File: config.mk
export PLATFORM = sky130hd
export DESIGN_NAME = serial_add_ctrl_flat
export DESIGN_NICKNAME = d
export VERILOG_FILES = /design/src/rtl/serial_add_ctrl_pkg.sv /design/src/rtl/serial_add_ctrl_if.sv /design/src/rtl/serial_add_ctrl_fa_cell.sv /design/src/rtl/serial_add_ctrl.sv /design/src/flat_wrapper.sv
export SDC_FILE = /design/constraint.sdc
export NUM_CORES = 1
export LEC_CHECK = 0
export ABC_AREA = 1
export BUFFER_PORTS_ARGS = -buffer_cell sky130_fd_sc_hd__buf_2
export CORE_AREA = 10 10 68 70
export DETAILED_ROUTE_END_ITERATION = 6
export DIE_AREA = 0 0 78 80
export PLACE_DENSITY = 0.84
export SKIP_CTS_REPAIR_TIMING = 1
export SYNTH_ARGS = -nofsm -noshare
export SYNTH_HDL_FRONTEND = slang
export SYNTH_HIERARCHICAL = 1
export SYNTH_SLANG_ARGS = --single-unit
export TNS_END_PERCENT = 1
File: constraint.sdc
create_clock -name i_clk -period 1.32 [get_ports i_clk]
set_input_delay 0.066 -clock i_clk [delete_from_list [all_inputs] [get_ports i_clk]]
set_output_delay 0.066 -clock i_clk [all_outputs]
set_load 0.01 [all_outputs]
File: src/rtl/serial_add_ctrl_pkg.sv
// rtl/serial_add_ctrl_pkg.sv - shared types and helpers for the bit-serial adder controller
package serial_add_ctrl_pkg;

    // Controller states; encoding is fixed so board-level debug taps read consistently.
    typedef enum logic [1:0] {
        ST_IDLE  = 2'd0,
        ST_SHIFT = 2'd1,
        ST_DONE  = 2'd2
    } state_t;

    // Bit counter width: one extra bit beyond clog2 so WIDTH=32 cannot wrap.
    function automatic int cnt_w(input int width);
        return $clog2(width) + 1;
    endfunction

endpackage

File: src/rtl/serial_add_ctrl_if.sv
// rtl/serial_add_ctrl_if.sv - operand/result bundle between operand source and serial adder
// Signals:
//   start    : add request, sampled only while the adder is idle
//   a, b     : WIDTH-bit operands, captured on an accepted start
//   cin      : carry-in, captured on an accepted start
//   busy     : adder is working (shift or done phase)
//   done     : one-cycle strobe when sum/cout are updated
//   sum      : registered result, held until the next completion
//   cout     : registered carry-out, held until the next completion
interface serial_add_ctrl_if #(
    parameter int WIDTH = 8
);
    logic             start;
    logic [WIDTH-1:0] a;
    logic [WIDTH-1:0] b;
    logic             cin;
    logic             busy;
    logic             done;
    logic [WIDTH-1:0] sum;
    logic             cout;

    modport master (
        output start, a, b, cin,
        input  busy, done, sum, cout
    );

    modport slave (
        input  start, a, b, cin,
        output busy, done, sum, cout
    );
endinterface

File: src/rtl/serial_add_ctrl_fa_cell.sv
// rtl/serial_add_ctrl_fa_cell.sv - single-bit full adder shared across all bit positions
// Ports:
//   i_x, i_y : operand bits
//   i_ci     : carry in
//   o_s      : sum bit (xor of all three inputs)
//   o_co     : carry out (majority of the three inputs)
module fa_cell (
    input  logic i_x,
    input  logic i_y,
    input  logic i_ci,
    output logic o_s,
    output logic o_co
);

    assign o_s  = i_x ^ i_y ^ i_ci;
    assign o_co = (i_x & i_y) | (i_x & i_ci) | (i_y & i_ci);

endmodule

File: src/rtl/serial_add_ctrl.sv
// rtl/serial_add_ctrl.sv - bit-serial adder controller: one full-adder cell, LSB first
// Ports:
//   i_clk   : system clock, rising edge
//   i_rst_n : asynchronous active-low reset
//   bus     : slave side of serial_add_ctrl_if (start/a/b/cin in, busy/done/sum/cout out)
// One add takes WIDTH+2 cycles: accept edge, WIDTH shift edges, one DONE cycle,
// then one IDLE cycle before the next start can be sampled.
module serial_add_ctrl
    import serial_add_ctrl_pkg::*;
#(
    parameter int WIDTH = 8
) (
    input  logic               i_clk,
    input  logic               i_rst_n,
    serial_add_ctrl_if.slave   bus
);

    localparam int CW = cnt_w(WIDTH);

    state_t           r_state;
    state_t           w_next;
    logic [WIDTH-1:0] r_a_sr;
    logic [WIDTH-1:0] r_b_sr;
    logic [WIDTH-1:0] r_s_sr;
    logic [WIDTH-1:0] r_sum;
    logic             r_cout;
    logic             r_carry;
    logic             r_done;
    logic [CW-1:0]    r_count;

    logic             w_s;
    logic             w_c;
    logic             w_last;
    logic [WIDTH-1:0] w_s_shift;

    fa_cell u_fa_cell (
        .i_x  (r_a_sr[0]),
        .i_y  (r_b_sr[0]),
        .i_ci (r_carry),
        .o_s  (w_s),
        .o_co (w_c)
    );

    assign w_last = (r_count == CW'(WIDTH - 1));

    // New sum bit enters at the MSB; written as shift/or so WIDTH=1 needs no slice.
    assign w_s_shift = (r_s_sr >> 1) | (WIDTH'(w_s) << (WIDTH - 1));

    // State register
    always_ff @(posedge i_clk or negedge i_rst_n) begin
        if (!i_rst_n) begin
            r_state <= ST_IDLE;
        end else begin
            r_state <= w_next;
        end
    end

    // Next-state logic
    always_comb begin
        w_next = r_state;
        case (r_state)
            ST_IDLE:  if (bus.start) w_next = ST_SHIFT;
            ST_SHIFT: if (w_last)    w_next = ST_DONE;
            ST_DONE:                 w_next = ST_IDLE;
            default:                 w_next = ST_IDLE;
        endcase
    end

    // Shift registers, counter, carry and result registers
    always_ff @(posedge i_clk or negedge i_rst_n) begin
        if (!i_rst_n) begin
            r_a_sr  <= '0;
            r_b_sr  <= '0;
            r_s_sr  <= '0;
            r_sum   <= '0;
            r_cout  <= 1'b0;
            r_carry <= 1'b0;
            r_done  <= 1'b0;
            r_count <= '0;
        end else begin
            r_done <= 1'b0;
            case (r_state)
                ST_IDLE: begin
                    if (bus.start) begin
                        r_a_sr  <= bus.a;
                        r_b_sr  <= bus.b;
                        r_carry <= bus.cin;
                        r_count <= '0;
                    end
                end
                ST_SHIFT: begin
                    r_a_sr  <= r_a_sr >> 1;
                    r_b_sr  <= r_b_sr >> 1;
                    r_s_sr  <= w_s_shift;
                    r_carry <= w_c;
                    r_count <= r_count + CW'(1);
                    // Last bit: publish result; done register goes high with the DONE state.
                    if (w_last) begin
                        r_sum  <= w_s_shift;
                        r_cout <= w_c;
                        r_done <= 1'b1;
                    end
                end
                default: ;
            endcase
        end
    end

    // Outputs: all registered except busy, which decodes the state register
    always_comb begin
        bus.busy = (r_state != ST_IDLE);
        bus.done = r_done;
        bus.sum  = r_sum;
        bus.cout = r_cout;
    end

endmodule

File: src/flat_wrapper.sv
// flat-port wrapper written by rule: the top's interface ports become plain ports
module serial_add_ctrl_flat import serial_add_ctrl_pkg::*;
#(
    parameter int WIDTH = 8
)
  (i_clk, i_rst_n, bus_start, bus_a, bus_b, bus_cin, bus_busy, bus_done, bus_sum, bus_cout);
  serial_add_ctrl_if #(.WIDTH(WIDTH)) bus_i ();
  input  logic i_clk;
  input  logic i_rst_n;
  input wire logic [$bits(bus_i.start)-1:0] bus_start;
  input wire logic [$bits(bus_i.a)-1:0] bus_a;
  input wire logic [$bits(bus_i.b)-1:0] bus_b;
  input wire logic [$bits(bus_i.cin)-1:0] bus_cin;
  output wire logic [$bits(bus_i.busy)-1:0] bus_busy;
  output wire logic [$bits(bus_i.done)-1:0] bus_done;
  output wire logic [$bits(bus_i.sum)-1:0] bus_sum;
  output wire logic [$bits(bus_i.cout)-1:0] bus_cout;
  assign bus_i.start = bus_start;
  assign bus_i.a = bus_a;
  assign bus_i.b = bus_b;
  assign bus_i.cin = bus_cin;
  assign bus_busy = bus_i.busy;
  assign bus_done = bus_i.done;
  assign bus_sum = bus_i.sum;
  assign bus_cout = bus_i.cout;
  serial_add_ctrl #(.WIDTH(WIDTH)) u_core (.i_clk(i_clk), .i_rst_n(i_rst_n), .bus(bus_i));
endmodule
# Yosys cells after proc, flatten, opt, wreduce, memory -nomap -nowiden
# Cells that the tools add are included.
# classes
addsub	1
n_eq_ne	4
muxes	13
bitwise_logic	8
n_reduce_logical	6
# ops
cell	n
$pmux W8 S2	2
$mux W8	2
$or A7 B8 Y8	1
$pmux W4 S2	1
$reduce_and A2 Y1	3
$add A4 B1 Y4 const B	1
$eq A4 B3 Y1 const B	1
$mux W2	2
$mux W4	1
$pmux W2 S2	1
$reduce_bool A2 Y1	2
$and A1 B1 Y1	3
$mux W1	3
$eq A2 B1 Y1 const B	1
$logic_not A2 Y1	1
$ne A2 B1 Y1 const B	1
$ne A2 B2 Y1 const B	1
$or A1 B1 Y1	2
$pmux W1 S2	1
$xor A1 B1 Y1	2
# totals
ff_bits	41
inputBits	20
output_inout_bits	11
word_cells	41

# Depth between registers and ports, before layout
# Gate-level depths: netlist of run 1.
# depth
depth_word	4
ltp_mapped	6
ltp_nobuf	6

# Cells and area by module
# Netlist of run 1, hierarchy kept.
# modules_own_cells
module	n_inst	cells_each	area_each_um2	seq_area_each_um2
serial_add_ctrl	1	193	1699.1	1001.0
fa_cell	1	1	20.0	0.0

# Least setup slack after synthesis of run 1
# No wires, ideal clock.
# synth_timing
path_kind	register to register
from	register u_core.r_count[0]
to	register u_core.r_sum[7] (netlist: u_core/bus.sum[7])
setup_time_ps	117
arrival_time_ps	1021
slack_ps	183
stages_incl_launch_ff	7
n_path_buf	0
path_cell_list	dfrtp_1 ha_1 nand2_1 nor2_1 nand2_1 nand2_1 nand2_1
# synth_via
elab_chain_len	2
# synth_rtl
element	line	text
start, declared	serial_add_ctrl.sv:29	logic [CW-1:0] r_count;
start signal, assigned	serial_add_ctrl.sv:96	r_count <= r_count + CW'(1);
$eq A4 B3 Y1	serial_add_ctrl.sv:44	assign w_last = (r_count == CW'(WIDTH - 1));
$reduce_and A2 Y1 (no source line)	--	
end signal, assigned	serial_add_ctrl.sv:99	r_sum <= w_s_shift;
end, declared	serial_add_ctrl.sv:25	logic [WIDTH-1:0] r_sum;
# Every way passes these cells.
# A chain may end at the register's enable or synchronous reset.

# Final worst setup path of run 1
# layout_timing
from	register u_core.r_state[1]
to	output bus_busy
# layout_via
elab_chain_len	1
# layout_rtl
element	line	text
start, declared	serial_add_ctrl.sv:20	state_t r_state;
start signal, assigned	serial_add_ctrl.sv:54	r_state <= w_next;
$reduce_bool A2 Y1	serial_add_ctrl.sv:111	bus.busy = (r_state != ST_IDLE);
end, declared	flat_wrapper.sv:14	output wire logic [$bits(bus_i.busy)-1:0] bus_busy;
# Every way passes these cells.

==> flow_summary_export.csv, run 1 <==
group,metric,value,unit
timing,drv_slew,0,
finish,area_growth,28.60,%
logic_synthesis,syn_inst,194,
die,die_w,78,um
setup_path,worstSetupStartpointType,"flip-flop",
grt,track_usage,0.1303,
logic_synthesis,synth_nets,216,
finish,final_cells,298,
logic_synthesis,synthTopCellsByCount,"nand2_1, nand3_1, dfrtp_1, buf_2, o21ai_0",
setup_path,path_class,"flip-flop to output port",
logic_synthesis,async_reset_ff_frac,1.000,
clocking,cts_sinks,40,
drt,viasPerCell,5.101,
logic_synthesis,synthFlopType,"dfrtp_1",
logic_synthesis,synth_edf_count,0,
setup_path,crit_family,"flip-flops",
setup_path,worst_ep_required_time,1.25,ns
finish,design_area,2211,um2
logic_synthesis,synthTopCellsByArea,"dfrtp_1, nand3_1, nand2_1, buf_2, o21ai_0",
setup_path,worstPathMaxFanout,9,
run_status,status,"finished, violations left",
grt,antenna_found_initial,0,
drt,wire_per_inst,13.59,um
clocking,cts_made_buffers,5,
run_status,violations,"negative hold slack",
place,io_buffers,30,
drt,first_pass_iters,6,
logic_synthesis,yosysWarnings,6,
place,pre_cts_slack,0.03543,ns
die,ios,31,
logic_synthesis,ys_ff_latch,40,
timing,rsz0062_at_grt,"true",
finish,fillers,275,
grt,grt_pass1_vias,1510,
finish,drive_above_1_share,0.2381,
logic_synthesis,ys_seq_area_frac,0.5822,
finish,diodes,0,
die,rows,21,
grt,grt_pass1_wl,6637,um
setup_path,critical-path-max-stage-delay,0.45,ns
power_and_ir_drop,leakage,0.001138,uW
logic_synthesis,synth_cell_type_count,18,
logic_synthesis,syn-cell-area,1719,um2
drt,num_vias,1520,
timing,period_minus_slack,1.293,ns
drt,drtIter0Drc,111,
drt,ant_nets,0,
timing,hold_viol_final,2,
clocking,cts_max_level,2,
setup_path,crit_slowest_cell,"dfrtp_2",
timing,layout_setup_ws,0.02707,ns
place,finalWeightedCongestion,0.8164,
timing,tightest_slew,0.4882,ns
die,die_h,80,um
clocking,cts_tree,"yes",
timing,relSlewSlack,0.6746,
drt,drcViolationCount,0,
clocking,clk_latency,0.35,ns
timing,holdWs,-0.009504,ns
grt,overflow,0,
place,hpwl,2549,um
logic_synthesis,synth_top_area_frac,0.5822,
setup_path,cp.arrival,1.23,ns
power_and_ir_drop,p_per_area,2028,nW/um2
power_and_ir_drop,fin_total_pwr,4483,uW
timing,setup_violations,0,
drt,wirelength,4050,um
logic_synthesis,yosysTopAreaCell,"dfrtp_1",
setup_path,crit_path_end_kind,"output port",
die,core-area,3284,um2
clocking,cts_root_buf,"clkbuf_4",
clocking,cts.reportedPaths.clkPinSlew,0.11,ns
timing,finClkSkew,0.003671,ns
power_and_ir_drop,ir_drop,0.9469,mV
place,place_inst,269,
setup_path,crit_chain,"nor2_2, buf_6, inv_1, buf_2",
timing,clock.fmax,773.4,MHz
grt,grt_max_degree,41,
min_path,hold_class,"input pin to flip-flop",
clocking,clk_path_buf_depth,2,
place,placed_cell_area,1946,um2
logic_synthesis,avgSynthCellArea,8.862,um2
die,start_util,0.5234,
setup_path,crit_buf_inv,3,
finish,fin_nets,274,
timing,period_share,0.9795,
die,die_area,6240,um2
run,maxCapViolCount,0,
logic_synthesis,synth.most_common_cell,"nand2_1",
## cell families (layout without fill, tap and decap cells)
| group | after synthesis | in the layout | synth area share |
|---|---|---|---|
| fa+ha+maj | 2 | 2 | 0.01892 |
| compound gates | 9 | 9 | 0.02765 |
| simple gates | 126 | 127 | 0.3275 |
| buf+inv | 17 | 74 | 0.04367 |
| flops | 40 | 40 | 0.5822 |
## report_power, final
group | switching, uW | leakage [uW] | internal, uW | total [uW]
Sequential | 305 | 0.000508 | 1720 | 2030
Clock | 374 | 0.0000281 | 196 | 570
Combinational | 1080 | 0.000602 | 802 | 1890
## worst min-delay path: stages
cell and delay, ns:
buf_2 0.08, nand3_1 0.08, nand3_1 0.09
## flip-flops by register name, indices dropped and copies added (netlist names)
name	count
u_core/r_carry	1
u_core/r_state	2
u_core/bus.sum	8
u_core/bus.cout	1
u_core/r_b_sr	8
u_core/r_count	4
u_core/bus.done	1
u_core/r_s_sr	7
u_core/r_a_sr	8
## final timing paths
kind / startpoint / to / slack, ns / depth (start not counted)
setup reg to reg: u_core/r_state[1] / u_core/r_count[2] / 0.08 / 4
max in group asynchronous: i_rst_n / u_core/r_state[1] / 0.66 / 3
hold reg to reg: u_core/r_s_sr[1] / u_core/bus.sum[0] / 0.47 / 2
min in group asynchronous: i_rst_n / u_core/bus.sum[3] / 0.29 / 3
hold / removal: bus_cin / u_core/r_carry / -0.01 / 3
setup / recovery: u_core/r_state[1] / bus_busy / 0.03 / 4
## cells in the final DEF, fill, tap and decap left out, drive strengths merged
cell | Yosys | final
buf | 8 | 44
inv | 7 | 7
nand4 | 1 | 1
ha | 1 | 1
o21ai | 8 | 8
dlygate4sd3 | 0 | 16
fa | 1 | 1
dfrtp | 40 | 40
nand2 | 64 | 65
clkbuf | 2 | 6
nand3 | 54 | 54
clkinv | 0 | 1
nor2 | 7 | 7
o21bai | 1 | 1
## stage by stage
stage / utilization / TNS, ns / hold WS [ns]
floorplan: - / 0 / -0.2296
global placement: 0.5924 / 0 / 0.1460
detailed placement: 0.5924 / 0 / 0.1504
CTS: 0.6065 / -0.04338 / -0.2344
global route: 0.6731 / -0.03223 / 0.01427
finish: 0.6731 / 0 / -0.009504
## metal layers
layer | up-vias | global-route usage | part of all wire
li1 | 755 | - | -
met3 | 6 | 0.05631 | 0.060
met2 | 40 | 0.2131 | 0.50
met5 | - | 0 | 0
met1 | 719 | 0.1485 | 0.43
met4 | 0 | 0.04839 | 0.014
## layout make-up
class	instances	area [um2]	area share
clock buffer	6	41.29	0.01868
clock inverter	1	5.005	0.002264
inverter	7	26.28	0.01188
multi-input combinational	138	659.4	0.2982
sequential	40	1002	0.4533
tap	46	57.56	0.02603
timing repair buffer	60	419.2	0.1896
No activity file was read; power rests on OpenSTA's default activity.
==> inputs of run 2 (changes only) <==
Settings changed: CELL_PAD_IN_SITES_DETAIL_PLACEMENT set to 1, CELL_PAD_IN_SITES_GLOBAL_PLACEMENT set to 2, CORE_AREA 10 10 68 70 to 10 10 85 87, DIE_AREA 0 0 78 80 to 0 0 95 97, PLACE_DENSITY 0.84 to 0.83.
==> run 2 against run 1 <==
  * The flow now finishes without violations
  * Count of clock-buffer cells in the layout stayed put
  * Power is 5.1% higher
  * Clock skew hardly changed
  * Clock power is 35% higher
  * Die area is 48% higher
  * Global-route usage is 3.3 points lower
  * Largest cell class unchanged
==> flow_summary_export.csv, run 2 (same netlist as run 1, synthesis figures left out) <==
group,metric,value,unit
finish,area_growth,25.18,%
power_and_ir_drop,ir_drop,0.6778,mV
setup_path,reg2reg_to,"u_core/bus.sum[2]",
power_and_ir_drop,pwr-share-comb,0.400,
setup_path,crit_path_end_kind,"flip-flop",
setup_path,worstPathMaxFanout,4,
clocking,cts_max_level,2,
finish,diodes,0,
power_and_ir_drop,seq_power_share,0.437,
drt,first_pass_iters,4,
timing,finClkSkew,0.003574,ns
timing,hold_viol_final,0,
setup_path,worst_ep_required_time,1.51,ns
drt,wire_per_inst,14.76,um
place,hpwl,2920,um
finish,design_area,2152,um2
clocking,cts.reportedPaths.clkPinSlew,0.07,ns
timing,final.setup.tns,0,ns
die,core-area,5473,um2
finish,mostFrequentLayoutCells,"nand2_1, nand3_1, dfrtp_1, buf_2, buf_4",
grt,grt_pass1_vias,1498,
min_path,min_from,"bus_a[4]",
setup_path,worstSetupStartpointType,"flip-flop",
run_status,status,"finished clean",
timing,period_share,0.9523,
place,finalWeightedCongestion,0.7441,
finish,fin_nets,258,
finish,utilization,0.3932,
timing,relSlewSlack,0.6511,
finish,layout_commonest_cell,"nand2_1",
power_and_ir_drop,p_switching,1850,uW
timing,setup_violations,0,
setup_path,worstReg2RegStart,"u_core/r_count[1]",
drt,wirelength,4546,um
min_path,holdPathStages,3,
drt,viasPerCell,4.766,
setup_path,r2r_cells,6,
drt,drcViolationCount,0,
place,place_inst,293,
grt,overflow,0,
clocking,cts_made_buffers,5,
power_and_ir_drop,p_per_area,2190,nW/um2
power_and_ir_drop,p_int,2864,uW
die,rows,27,
finish,final_cells,308,
setup_path,reg2reg_slack,0.06,ns
drt,ant_nets,0,
drt,num_vias,1468,
power_and_ir_drop,clockPowerShare,0.163,
place,placed_cell_area,1976,um2
min_path,holdPathEnd,"u_core/r_a_sr[4]",
grt,track_usage,0.09715,
setup_path,cp.arrival,1.45,ns
clocking,cts_root_buf,"clkbuf_8",
die,die_h,97,um
place,io_buffers,30,
clocking,clk_path_buf_depth,2,
timing,period_minus_slack,1.257,ns
timing,drv_slew,0,
finish,fillers,671,
timing,clock.fmax,795.5,MHz
die,die_area,9215,um2
die,die_w,95,um
die,start_util,0.3141,
die,ios,31,
grt,grt_max_degree,41,
clocking,cts_sinks,40,
timing,holdWs,0.02241,ns
drt,drtIter0Drc,89,
power_and_ir_drop,leakage,0.001083,uW
clocking,cts_tree,"yes",
clocking,clk_latency,0.29,ns
grt,antenna_found_initial,0,
setup_path,path_class,"flip-flop to flip-flop",
power_and_ir_drop,p_sw_frac,0.3924,
grt,grt_pass1_wl,7203,um
run,maxCapViolCount,0,
timing,tightest_slew,0.5233,ns
finish,drive_above_1_share,0.2415,
min_path,hold_class,"input pin to flip-flop",
## run 2: cell count changes in the layout (fill, tap and decap cells not counted), sizes merged
cell / previous run / this run
dlygate4sd3: 16 / 3
nor2: 7 / 8
buf: 44 / 40
## run 2: cell type report
cell class	instances	area (um2)	area share
repair buffers	43	271.5	0.1262
inverters	7	26.28	0.01221
clock inverters	1	5.005	0.002326
well taps	72	90.09	0.04186
multi-input cells	139	685.7	0.3186
clock buffers	6	72.57	0.03372
flip-flops and latches	40	1001	0.4651
## run 2: worst max path at each step
stage / cells after the start / end / startpoint
after floorplan: 6 / u_core/bus.sum[7] / u_core/r_count[0]
after global placement: 4 / u_core/bus.cout / u_core/r_state[1]
after detailed placement: 6 / u_core/bus.sum[5] / u_core/r_count[1]
after CTS: 6 / u_core/bus.sum[1] / u_core/r_count[1]
after global routing: 6 / u_core/bus.sum[5] / u_core/r_count[1]
final: 6 / u_core/bus.sum[2] / u_core/r_count[1]
## run 2: routing by layer
layer	wire length, um	track usage	vias up	part of all wire
met4	50	0.03089	0	0.011
met2	2159	0.1460	28	0.47
met1	2079	0.1198	713	0.46
li1	-	-	722	-
met3	257	0.04472	5	0.057
met5	0	0	-	0
## run 2: worst max-delay path, cell delays in order, from the launching register on
cell and delay [ns]:
dfrtp_1 0.43, ha_4 0.17, nand2_1 0.10, nor2_4 0.16, nand2_1 0.14, nand2_1 0.09, nand2_1 0.05
## run 2: stage by stage
step | power [uW] | setup WS, ns
global route | 5144 | -0.02137
detailed placement | 3810 | -0.005651
finish | 4714 | 0.06298
CTS | 4609 | -0.02631
global placement | 3725 | 0.05262
floorplan | 3133 | 0.1828
## run 2: power groups by stage
stage          sequential, uW  clock (uW)  combinational [uW]
6_report                 2060         767                1890
3_3_place_gp             2040           0                1690
2_1_floorplan            2070           0                1060
3_5_place_dp             2060           0                1750
5_1_grt                  2130         861                2160
4_1_cts                  2040         803                1760
